## src/rtl/shift_left_sequential.sv

```systemverilog
// shift_left_sequential: multi-cycle left shifter that moves at most STEP bits per cycle over valid/ready handshakes
//
// Parameters:
//   WIDTH        data width in bits (>= 2)
//   AMOUNT_WIDTH width of the shift amount input (>= 1)
//   STEP         maximum bits shifted per cycle (1..WIDTH)
//   PAD_VALUE    bit inserted into vacated LSBs
//
// Ports:
//   clock        system clock, rising edge
//   reset        synchronous active-high reset; aborts any transaction in flight
//   input_valid  input transaction valid
//   input_ready  high in IDLE while reset is low
//   input_data   word to shift
//   input_amount unsigned left-shift amount, saturated to WIDTH
//   output_valid result valid (OUTPUT state)
//   output_ready consumer accepts the result
//   output_data  shifted result, always driven from the data register
//   busy         high whenever the FSM is not IDLE
//   carry_out    last bit shifted out of the MSB, present only when
//                SHIFT_LEFT_SEQUENTIAL_CARRY_OUT_EN is defined
module shift_left_sequential #(
    parameter int   WIDTH        = 8,
    parameter int   AMOUNT_WIDTH = 4,
    parameter int   STEP         = 1,
    parameter logic PAD_VALUE    = 1'b0
) (
    input  logic                    clock,
    input  logic                    reset,
    input  logic                    input_valid,
    output logic                    input_ready,
    input  logic [WIDTH-1:0]        input_data,
    input  logic [AMOUNT_WIDTH-1:0] input_amount,
    output logic                    output_valid,
    input  logic                    output_ready,
    output logic [WIDTH-1:0]        output_data,
    output logic                    busy
`ifdef SHIFT_LEFT_SEQUENTIAL_CARRY_OUT_EN
    ,
    output logic                    carry_out
`endif
);
    localparam int RW = $clog2(WIDTH + 1);
    localparam logic [1:0] IDLE   = 2'd0;
    localparam logic [1:0] SHIFT  = 2'd1;
    localparam logic [1:0] OUTPUT = 2'd2;

    logic [1:0]       state;
    logic [WIDTH-1:0] data;
    logic [RW-1:0]    remaining;
    logic [RW-1:0]    step_n;
    logic [RW-1:0]    rem_next;
    logic [RW-1:0]    amount_sat;
    logic             amount_over;
    logic [WIDTH-1:0] pad_mask;
    logic [WIDTH-1:0] shifted;

    // Saturating the amount at WIDTH bounds latency; anything beyond that is all-pad anyway
    always_comb begin
        amount_over = 32'(input_amount) > 32'(WIDTH);
        amount_sat  = amount_over ? RW'(WIDTH) : RW'(input_amount);
        step_n      = (32'(remaining) < 32'(STEP)) ? remaining : RW'(STEP);
        rem_next    = remaining - step_n;
        pad_mask    = ~({WIDTH{1'b1}} << step_n);
        shifted     = (data << step_n) | (PAD_VALUE ? pad_mask : '0);
    end

    assign input_ready  = (state == IDLE) && !reset;
    assign output_valid = (state == OUTPUT);
    assign output_data  = data;
    assign busy         = (state != IDLE);

`ifdef SHIFT_LEFT_SEQUENTIAL_CARRY_OUT_EN
    logic carry;
    logic over;
    logic last_bit;
    // The lowest of the n bits leaving the MSB this cycle is the last one out
    assign last_bit  = |(data & (WIDTH'(1) << (WIDTH - int'(step_n))));
    assign carry_out = carry;
`endif

    always_ff @(posedge clock) begin
        if (reset) begin
            state     <= IDLE;
            data      <= '0;
            remaining <= '0;
`ifdef SHIFT_LEFT_SEQUENTIAL_CARRY_OUT_EN
            carry     <= 1'b0;
            over      <= 1'b0;
`endif
        end else begin
            case (state)
                IDLE: begin
                    if (input_valid) begin
                        data      <= input_data;
                        remaining <= amount_sat;
                        state     <= (amount_sat == '0) ? OUTPUT : SHIFT;
`ifdef SHIFT_LEFT_SEQUENTIAL_CARRY_OUT_EN
                        carry     <= 1'b0;
                        over      <= amount_over;
`endif
                    end
                end
                SHIFT: begin
                    data      <= shifted;
                    remaining <= rem_next;
                    if (rem_next == '0)
                        state <= OUTPUT;
`ifdef SHIFT_LEFT_SEQUENTIAL_CARRY_OUT_EN
                    // Past WIDTH only pad bits would have left the MSB last
                    carry <= (rem_next == '0 && over) ? PAD_VALUE : last_bit;
`endif
                end
                OUTPUT: begin
                    if (output_ready)
                        state <= IDLE;
                end
                default: state <= IDLE;
            endcase
        end
    end
endmodule

```

## config.mk

```make
export PLATFORM = sky130hd
export DESIGN_NAME = shift_left_sequential
export DESIGN_NICKNAME = d
export VERILOG_FILES = /design/src/rtl/shift_left_sequential.sv
export SDC_FILE = /design/constraint.sdc
export NUM_CORES = 1
export LEC_CHECK = 0
export ABC_AREA = 1
export CAP_MARGIN = 0
export CORE_MARGIN = 4
export CORE_UTILIZATION = 40
export DETAILED_ROUTE_END_ITERATION = 10
export GPL_ROUTABILITY_DRIVEN = 0
export GPL_TIMING_DRIVEN = 0
export PLACE_DENSITY_LB_ADDON = 0.12
export RECOVER_POWER = 25
export REMOVE_ABC_BUFFERS = 1
export SLEW_MARGIN = 10
export SYNTH_ARGS = -nofsm -noshare
export SYNTH_HDL_FRONTEND = slang
export SYNTH_SLANG_ARGS = --single-unit
export TNS_END_PERCENT = 100
```

## constraint.sdc

```tcl
create_clock -name clock -period 2 [get_ports clock]
set_clock_uncertainty 0.15 [all_clocks]
set_input_delay 0.3 -clock clock [delete_from_list [all_inputs] [get_ports clock]]
set_output_delay 0.3 -clock clock [all_outputs]
set_load 0.03 [all_outputs]
```

Word level (Yosys, flattened, before mapping)
Index checks and enable logic that the tools add are counted.
Cells by class
  shifts and indexed selects: 1
  div/mod/pow operators: 0
  add/subtract/negate cells: 1
  mux-type cells: 11
  $lt $le $gt $ge: 2
  bitwise logic cells: 0
  multiply operators: 0
  eq/ne operators: 5
  reduce and logical (&&, ||, !) cells: 9
Operators with widths (count)
  $pmux 8 s2: 1
  $mux 4: 3
  $logic_not 4->1: 2
  $mux 2: 4
  $mux 8: 1
  $pmux 4 s2: 1
  $shl 8x4->8: 1
  $pmux 2 s3: 1
  $gt 4x4->1 const B: 1
  $lt 4x1->1 const B: 1
  $ne 2x2->1 const B: 2
  $reduce_bool 2->1: 2
  $sub 4x4->4: 1
  $reduce_and 3->1: 1
  $eq 2x1->1 const B: 1
  $eq 2x2->1 const B: 1
  $logic_not 2->1: 1
  $ne 2x1->1 const B: 1
  $reduce_and 2->1: 1
  $logic_and 1x1->1: 1
  $logic_not 1->1: 1
Storage, ports and cells
  input bits: 16
  register bits after elaboration: 14
  bits in latches: 0
  memory bits (writable): 0
  logic and storage cells: 32
  memory bits (read-only): 0
  memories: 0

Longest topological paths before layout
  depth after elaboration: 6
  gate-level depth with buffers: 11
  depth with buffers taken out: 11

Least setup slack after synthesis
No wires, ideal clock.
  kind: register to register
  from: register remaining[1]
  to: register state[0]
  stages on the path, launching flop included: 11
  slack: 0.357 ns
  period minus slack after synthesis: 1.643 ns
  arrival time: 1.385 ns
  setup time: 0.109 ns
  cell sequence: dfxtp_1 -> nor2_1 -> nand2_1 -> nand2_1 -> ha_1 -> nand3_1 -> nand3_1 -> nor2_1 -> nand3_1 -> nand2_1 -> inv_1
Between the ends
  word-level cells in the longest chain between the ends: 6
RTL lines
  start, declared: line 50  | logic [RW-1:0] remaining;
  start signal, assigned: line 96  | remaining <= amount_sat;
  start signal, assigned: line 106  | remaining <= rem_next;
  $lt 4x1->1: line 62  | step_n = (32'(remaining) < 32'(STEP)) ? remaining : RW'(STEP);
  $mux 4: line 62
  $sub 4x4->4 (*): line 63  | rem_next = remaining - step_n;
  $logic_not 4->1 (*): line 107  | if (rem_next == '0)
  $ne 2x2->1 (no line) (*)
  $reduce_and 3->1 (no line) (*)
  end signal, assigned: line 97  | state <= (amount_sat == '0) ? OUTPUT : SHIFT;
  end, declared: line 48  | logic [1:0] state;
Every way passes the cells marked *; elsewhere a longest branch is shown, timed or not.
A chain may end at the register's enable or synchronous reset.

Worst setup path in the final report
Same ends and word-level chain as after synthesis.

==> impl_metrics.csv <==
group,metric,value,unit
die,start_util,44.0,%
cells_and_area,regArea,280,um^2
outcome,status,"finished, final reports clean",
setup_path,rr_endpoint,"state[0]",
route,drtPass1Iterations,4,
clock_tree,cts_made_buffers,3,
power_and_ir_drop,p_per_area,1600,nW/um^2
timing,rsz0062_at_grt,"no",
global_route,grt_pass1_vias,763,
die,die_w,52.3,um
power_and_ir_drop,swShare,50.0,%
logic_synthesis,yosys.cell_types.count,16,
logic_synthesis,synth_top_area_share,35.7,%
power_and_ir_drop,ir_drop,962,uV
power_and_ir_drop,intPower,0.000881,W
timing,min_period,1.83,ns
timing,period_share,91.4,%
logic_synthesis,yosysSeqAreaShare,35.7,%
die,io_pins,27,
route,drt-initial-drc-count,19,
placement,pre_cts_ws,-0.0973,ns
power_and_ir_drop,total_power,0.00176,W
clock_tree,cts-root-buf,"clkbuf_4",
timing,slew_headroom,71.6,%
setup_path,reg2reg_depth,10,
route,route.vias.total,867,
global_route,grt.busiest_layer,"met2",
global_route,grt_pass1_wl,3.15,mm
logic_synthesis,syn_avg_cell_area,6.18,um^2
global_route,grt_use_met2,24.0,%
logic_synthesis,ys_warn_count,0,
timing,fmax,547,MHz
logic_synthesis,synthCells,127,
logic_synthesis,synth_area,785,um^2
timing,setup_ws,0.172,ns
timing,finalSetupViolCount,0,
clock_tree,cts-htree-levels,1,
setup_path,path_class,"flip-flop to flip-flop",
timing,finalSetupTns,0,ns
global_route,grt-ovfl-total,0,
route,drc_errors,0,
worst_hold_path,hold-path-cell-count,2,
cells_and_area,drive_above_1_share,7.05,%
clock_tree,tritoncts,"yes",
setup_path,r2r-start,"remaining[1]",
clock_tree,clockBufferDepth,2,
power_and_ir_drop,pwr-share-seq,27.1,%
cells_and_area,syn_to_final_growth,40.2,%
setup_path,cp.arrival,1.86,ns
clock_tree,ctsResizeCount,3,
route,vias_per_cell,4.79,
logic_synthesis,yosysMostFrequentCell,"nand2_1",
die,rows,15,
global_route,grtUsageMet1,19.6,%
logic_synthesis,synthTopCellsByArea,"dfxtp_1, nand2_1, nor2_1, o21ai_0, a21oi_1",
logic_synthesis,yosysTopAreaCell,"dfxtp_1",
setup_path,crit_path_start_kind,"flip-flop",
worst_hold_path,hold_path_end,"output_data[7]",
timing,hold_violations,0,
placement,place_hpwl,1.47,mm
placement,portBuffers,26,
setup_path,crit_fanout,5,
worst_hold_path,hold_path_class,"flip-flop to flip-flop",
timing,maxSlewViolCount,0,
route,drt-total-wl,1.89,mm
power_and_ir_drop,p_comb_share,61.2,%
die,die_y,52.3,um
clock_tree,clock_latency,0.27,ns
setup_path,crit_path_end_kind,"flip-flop",
clock_tree,cts_setup_buffers,0,
run,maxCapViolCount,0,
timing,tightest_slew,0.426,ns
route,wire_per_inst,10.4,um
route,drtAntennaViolNets,0,
clock_tree,cts.clk_slew.worst_paths,0.09,ns
logic_synthesis,synthArstFlopShare,0,%
die,dieArea,2730,um^2
global_route,antenna_found_initial,0,
setup_path,r2r_setup_slack,0.17,ns
logic_synthesis,synth_flop_cell,"dfxtp_1",
cells_and_area,utilization,61.7,%
cells_and_area,nets,174,
logic_synthesis,synth_common_cells,"nand2_1, nor2_1, dfxtp_1, inv_1, o21ai_0",
power_and_ir_drop,leakagePower,0.512,nW
worst_hold_path,min_from,"output_data[7]",
power_and_ir_drop,netSwitchingPower,0.000881,W
clock_tree,cts_hold_buf,0,
logic_synthesis,yosys_register_bits,14,
clock_tree,clkSinkCount,14,
cells_and_area,antenna_cells,0,
timing,fin_hold_ws,0.325,ns
cells_and_area,fillCellCount,190,
global_route,grt_usage,14.9,%
logic_synthesis,synth_edf_count,0,
cells_and_area,multi_input_area,439,um^2
die,core-area,1780,um^2
setup_path,required,2.04,ns
global_route,grt_max_degree,13,
power_and_ir_drop,power_frac_clock,11.7,%
global_route,met3_usage,3.13,%
registers in the layout, summed over array words and instances (netlist names):
register	cells
state	2
remaining	4
output_data	8
worst max-delay path, stage by stage (launching register included):
cell	delay, ns
dfxtp_1	0.35
nor2_1	0.21
nand2_2	0.13
nand2_1	0.11
ha_1	0.23
nand3_1	0.12
nand3_1	0.13
nor2_1	0.15
nand3_1	0.08
nand2_1	0.06
inv_1	0.03
worst max path at each step:
stage             endpoint  depth (start not counted)  slack [ns]         start
6_report          state[0]                         10        0.17  remaining[1]
3_3_place_gp   input_ready                          3       -0.08         reset
3_5_place_dp   input_ready                          3        -0.1         reset
4_1_cts        input_ready                          4        0.08      state[1]
5_1_grt           state[0]                         10        0.02  remaining[1]
2_1_floorplan     state[0]                         10        0.36  remaining[1]
power by group through the flow:
stage / logic, W / clock network, W / registers (W)
after detailed placement: 0.00110 / 0 / 0.000484
after global placement: 0.00109 / 0 / 0.000480
after floorplan: 0.000664 / 0 / 0.000578
after CTS: 0.00108 / 0.000215 / 0.000477
after global routing: 0.00122 / 0.000221 / 0.000492
final: 0.00108 / 0.000206 / 0.000478
area by class of cell:
class                      instances  area share [%]
multi-input combinational         96            39.9
clock buffer                       4            3.30
inverter                          16            5.46
tap                               25            2.84
sequential                        14            25.5
timing repair buffer              26            23.0
metal layers:
| layer | part of all wire, % | vias up |
|---|---|---|
| met1 | 49 | 380 |
| li1 | - | 465 |
| met4 | 0.69 | 0 |
| met3 | 5.8 | 2 |
| met5 | 0 | - |
| met2 | 45 | 20 |
layout by cell type, fill, tap and decap left out:
cell             synthesis  final
clkdlybuf4s50_1          0     22
clkbuf_8                 0      1
ha_1                     1      1
nand3_1                  8      8
clkinv_1                 1      1
a21oi_1                 12     12
nor2_2                   1      1
a21oi_4                  1      1
inv_1                   13     13
dfxtp_1                 14     14
dlygate4sd2_1            0      2
clkbuf_2                 0      1
inv_2                    2      2
o21ai_2                  1      1
o21ai_0                 13     13
nand2_1                 35     34
nand2_2                  0      1
dlygate4sd3_1            0      1
o21a_1                   1      1
clkbuf_4                 0      3
nor2_1                  22     22
a31oi_1                  1      1
kinds of logic after synthesis:
kind of cell / after synthesis / synth area share (%)
simple gates: 66 / 33.2
compound gates: 29 / 20.9
buf+inv: 17 / 8.61
flops: 14 / 35.7
fa+ha+maj: 1 / 1.59
per-stage QoR:
stage / cells / area [um^2]
floorplan: 126 / 777
detailed placement: 177 / 1070
CTS: 181 / 1100
global placement: 177 / 1070
global route: 181 / 1100
finish: 181 / 1100
Note: power is estimated with default switching activity, not from simulation.
